**src/rtl/bdir_line_ctrl.sv**
```systemverilog
// Half-duplex serial line controller: turns parallel read/write commands into
// MSB-first bit streams on a shared line, inserting guard cycles on direction change.
module bdir_line_ctrl #(
   parameter int WIDTH       = 8,
   parameter int TURN_CYCLES = 2
) (
   input  logic             clk,
   input  logic             rst_n,
   input  logic             cmd_valid,
   output logic             cmd_ready,
   input  logic             cmd_write,
   input  logic [WIDTH-1:0] cmd_wdata,
   output logic             rsp_valid,
   input  logic             rsp_ready,
   output logic [WIDTH-1:0] rsp_rdata,
   output logic             direction,
   output logic             data_out,
   input  logic             data_in,
   output logic             busy
);

   localparam int BW = $clog2(WIDTH);
   localparam int TW = $clog2(TURN_CYCLES + 1);
   localparam logic [BW-1:0] BIT_LAST  = BW'(WIDTH - 1);
   localparam logic [TW-1:0] TURN_LAST = TW'(TURN_CYCLES - 1);

   typedef enum logic [2:0] {S_IDLE, S_TURN, S_TX, S_RX, S_RESP} state_t;

   state_t           r_state;
   state_t           w_next;
   logic             r_op_write;
   logic             r_last_write;
   logic [BW-1:0]    r_bitcnt;
   logic [TW-1:0]    r_turncnt;
   logic [WIDTH-1:0] r_shift;
   logic [WIDTH-1:0] r_rdata;
   logic             w_accept;
   logic             w_bit_last;
   logic             w_turn_last;
   logic [WIDTH-1:0] w_rx_word;

   assign w_accept    = cmd_valid && cmd_ready;
   assign w_bit_last  = (r_bitcnt == BIT_LAST);
   assign w_turn_last = (r_turncnt == TURN_LAST);
   assign w_rx_word   = {r_shift[WIDTH-2:0], data_in};

   always_ff @(posedge clk) begin
      if (!rst_n) r_state <= S_IDLE;
      else        r_state <= w_next;
   end

   always_comb begin
      w_next = r_state;
      case (r_state)
         S_IDLE: begin
            if (w_accept) begin
               if (cmd_write != r_last_write) w_next = S_TURN;
               else if (cmd_write)            w_next = S_TX;
               else                           w_next = S_RX;
            end
         end
         S_TURN: if (w_turn_last) w_next = r_op_write ? S_TX : S_RX;
         S_TX:   if (w_bit_last)  w_next = S_IDLE;
         S_RX:   if (w_bit_last)  w_next = S_RESP;
         S_RESP: if (rsp_ready)   w_next = S_IDLE;
         default: w_next = S_IDLE;
      endcase
   end

   // The line is only ever driven in TX, so RX/RESP/TURN all leave it released.
   always_comb begin
      cmd_ready = (r_state == S_IDLE) && rst_n;
      direction = (r_state == S_TX);
      data_out  = (r_state == S_TX) && r_shift[WIDTH-1];
      busy      = (r_state != S_IDLE);
      rsp_valid = (r_state == S_RESP);
      rsp_rdata = r_rdata;
   end

   always_ff @(posedge clk) begin
      if (!rst_n) begin
         r_op_write   <= 1'b0;
         r_last_write <= 1'b0;
         r_bitcnt     <= '0;
         r_turncnt    <= '0;
         r_rdata      <= '0;
      end else begin
         case (r_state)
            S_IDLE: begin
               if (w_accept) begin
                  r_op_write <= cmd_write;
                  r_bitcnt   <= '0;
                  r_turncnt  <= '0;
               end
            end
            S_TURN: begin
               if (w_turn_last) begin
                  r_turncnt    <= '0;
                  r_last_write <= r_op_write;
               end else begin
                  r_turncnt <= r_turncnt + 1'b1;
               end
            end
            S_TX: begin
               if (w_bit_last) begin
                  r_bitcnt     <= '0;
                  r_last_write <= 1'b1;
               end else begin
                  r_bitcnt <= r_bitcnt + 1'b1;
               end
            end
            S_RX: begin
               if (w_bit_last) begin
                  r_bitcnt     <= '0;
                  r_last_write <= 1'b0;
                  r_rdata      <= w_rx_word;
               end else begin
                  r_bitcnt <= r_bitcnt + 1'b1;
               end
            end
            default: ;
         endcase
      end
   end

   // Shared shift register: loaded with write data, shifted out in TX, shifted in during RX.
   always_ff @(posedge clk) begin
      if (r_state == S_IDLE && w_accept) r_shift <= cmd_wdata;
      else if (r_state == S_TX)          r_shift <= {r_shift[WIDTH-2:0], 1'b0};
      else if (r_state == S_RX)          r_shift <= w_rx_word;
   end

endmodule

```
**config.mk**
```make
export PLATFORM = sky130hd
export DESIGN_NAME = bdir_line_ctrl
export DESIGN_NICKNAME = d
export VERILOG_FILES = /design/src/rtl/bdir_line_ctrl.sv
export SDC_FILE = /design/constraint.sdc
export NUM_CORES = 1
export LEC_CHECK = 0
export CORE_MARGIN = 4
export CORE_UTILIZATION = 44
export CTS_CLUSTER_SIZE = 14
export DETAILED_ROUTE_END_ITERATION = 12
export GPL_ROUTABILITY_DRIVEN = 0
export PLACE_DENSITY = 0.72
export SETUP_SLACK_MARGIN = 0.02
export SLEW_MARGIN = 40
export SYNTH_ARGS = -nofsm -noshare
export SYNTH_HDL_FRONTEND = slang
export SYNTH_SLANG_ARGS = --single-unit
export TNS_END_PERCENT = 100
```
**constraint.sdc**
```tcl
create_clock -name clk -period 1.6 [get_ports clk]
set_input_delay 0.32 -clock clk [delete_from_list [all_inputs] [get_ports clk]]
set_output_delay 0.32 -clock clk [all_outputs]
set_load 0.01 [all_outputs]
```
==> metrics.md <==
| Metric | Value |
|---|---|
| Outcome | `finished, final reports clean` |
| WL final | `2960 um` |
| Pwr Total | `1.61 mW` |
| Fin Clk Skew | `0.00178 ns` |
| Post-CTS Hold Buffers | `0` |
| First-pass GRT wire length | `4560 um` |
| RSZ-0062 raised after global routing | `true` |
| Port Buffer Count | `26` |
| Cts bufs inserted | `3` |
| Dpl hpwl | `2030 um` |
| Largest net degree at the start of global routing | `22` |
| Worst slew margin | `80.3%` |
| PwrDens | `940 nW/um^2` |
| Synthesized flop and latch total | `26` |
| Post-synth cell types | `37` |
| Crit start category | `register` |
| Die Height | `61.2 um` |
| Horiz. Die Dim | `61.2 um` |
| DR WL/cell | `15.5 um` |
| XOR/XNOR Fraction of Synth Area | `0%` |
| Number of flops mapped to enable cells by yosys | `8` |
| Ys async rst share | `0%` |
| Mapped Area | `1250 sq um` |
| Antenna Nets Post-Route | `0` |
| Multiplexer area fraction after synthesis | `7.53%` |
| Clock latency on the worst-skew pair | `0.32 ns` |
| Remaining Overflow, GRT | `0` |
| Fin. Hold Viols | `0` |
| VDD IR-drop max | `0.000631 V` |
| Setup violators final | `0` |
| Synth Area in Compound Gates | `13.2%` |
| Cell taking the most area after synthesis | `dfxtp_1` |
| Synth Area in Adders | `3.01%` |
| Hold slack | `0.464 ns` |
| CTS max path bufs | `2` |
| Fin crit period | `1.59 ns` |
| Max_cap viols | `0` |
| Worst-path fanout max | `3` |
| # nets final | `178` |
| Arrival time at the worst endpoint | `1.27 ns` |
| Req. time, crit path | `1.28 ns` |
| Worst Tran Pin Value | `0.295 ns` |
| Layout area overhead | `37.8%` |
| Placement Cell Area | `1600 sq um` |
| Top post-synthesis cells by count | `nand2_1 (25), dfxtp_1 (18), a21boi_0 (8), edfxtp_1 (8)` |
| Avg Cell Area, Syn | `10.4 sq um` |
| Most common cell in the netlist | `nand2_1` |
| Leak | `0.740 nW` |
| CTS H-Tree Depth | `1` |
| Fill cells | `236` |
| DRC viols | `0` |
| CTS tree | `yes` |
| Clk sinks | `26` |
| Via Count | `1077` |
| Iter 0 DRT Violations | `38` |
| Final Cycle Share | `99.3%` |
| Slew Viols, Final | `0` |
| Post-Syn Instances | `120` |
| Vias per Instance | `5.64` |
| GRT Util Overall | `16.7%` |
| Core area | `2730 sq um` |
| Syn nets | `137` |
| Simple-gate portion of the synthesized area | `23.2%` |
| Total die area | `3750 sq um` |
| Worst hold-check path type | `reg -> reg` |
| Top FF cell, synth | `dfxtp_1` |
| Yosys warnings | `0` |
| Reg clk slew, reported paths | `0.14 ns` |
| Post-synthesis sequential area ratio | `48.2%` |
| # diodes | `0` |
| Final instance area | `1720 sq um` |
| Num rows | `19` |
| Fraction of layout cells with a size suffix above 1 | `27.5%` |
| Initial Util | `45.6%` |
| CTS Root Buffer Type | `clkbuf_4` |
| Largest family of logic cells by synthesized area | `simple AND/OR/NAND/NOR gates` |
| Largest cells by area after synthesis | `dfxtp_1 (29%), edfxtp_1 (19%), nand2_1 (7.5%)` |
| Top cell type's share of synthesized area | `28.9%` |
| Drt pass-1 iters | `4` |
| CP endpoint kind | `output port` |
| Initial antenna violation count | `0` |
| IO Pins | `27` |
| Vias in the first global route | `1009` |
| Fmax | `0.630 GHz` |
| Worst Setup Path Type | `reg -> out` |
==> placed cells by master, fill, tap and decap left out, drive strengths merged <==
cell and count:
clkbuf 3, nand3b 1, and2 2, o41ai 1
o31ai 1, nand2b 1, nand2 25, nor3b 3
a311oi 1, inv 2, clkdlybuf4s50 17, edfxtp 8
bufinv 1, ha 3, nor2 4, a211oi 2
dfxtp 18, dlymetal6s2s 4, o21a 1, or3 1
o21ai 6, o2111a 1, a31oi 1, a21boi 8
mux2 7, nor4b 1, nand4b 1, and2b 2
nand3 6, and4b 2, nand4bb 1, nand4 1
a221oi 1, buf 21, nor2b 2
==> cell type report <==
| cell class | instances | area, sq um | share of cell area [%] |
|---|---|---|---|
| flip-flops and latches | 26 | 609 | 35.5 |
| repair buffers | 42 | 382 | 22.2 |
| inverters | 2 | 7.51 | 0.437 |
| clock inverters | 1 | 30.0 | 1.75 |
| clock buffers | 3 | 22.5 | 1.31 |
| multi-input cells | 86 | 627 | 36.5 |
| well taps | 31 | 38.8 | 2.26 |
==> critical path, stage by stage, from the launching register on <==
cell     delay [ns]
dfxtp_4        0.38
buf_4          0.13
or3_1          0.30
buf_2          0.15
==> logic make-up after synthesis <==
group / after synthesis
AND/OR/NAND/NOR: 52
flip-flops: 26
AO/OA/AOI/OAI: 23
buffers and inverters: 9
multiplexers: 7
adder cells (fa/ha/maj): 3
==> stage by stage <==
step / setup slack, ns / utilization [%] / std cells / setup TNS [ns]
floorplan: -0.0616 / - / 120 / -0.246
global placement: -0.329 / 58.6 / 183 / -4.39
detailed placement: -0.339 / 58.6 / 183 / -5.06
CTS: -0.00243 / 61.4 / 189 / -0.00243
global route: -0.0476 / 62.8 / 191 / -0.197
finish: 0.0119 / 62.8 / 191 / 0
==> repair_timing <==
action,in CTS,in global routing
setup endpoints to repair,11,27
gates resized for setup,28,11
pin swaps,5,2
endpoints found under the hold margin,0,0
buffers inserted,2,1
gates cloned,0,1
==> worst paths after layout <==
check / from / to / slack (ns) / depth (start not counted)
setup / recovery: r_state[1] / busy / 0.01 / 3
hold / removal: r_turncnt[1] / r_turncnt[1] / 0.46 / 2
hold reg to reg: r_turncnt[1] / r_turncnt[1] / 0.46 / 2
setup reg to reg: r_state[1] / r_shift[7] / 0.02 / 4
==> metal layers <==
metal / wire [um] / global-route usage, %
met1: 1260 / 20.4
met2: 1470 / 27.2
met3: 168 / 3.77
met4: 65 / 9.29
met5: 0 / 0
==> flip-flops by register name, summed over array words and instances (netlist names) <==
register      count
rsp_rdata         8
r_turncnt         2
r_state           3
r_bitcnt          3
r_last_write      1
r_shift           8
r_op_write        1
==> where the power goes <==
group / switching, mW / internal (mW)
Sequential: 0.0407 / 0.750
Combinational: 0.161 / 0.207
Clock: 0.201 / 0.253
Total: 0.403 / 1.21
No activity file was read; power rests on OpenSTA's default activity.
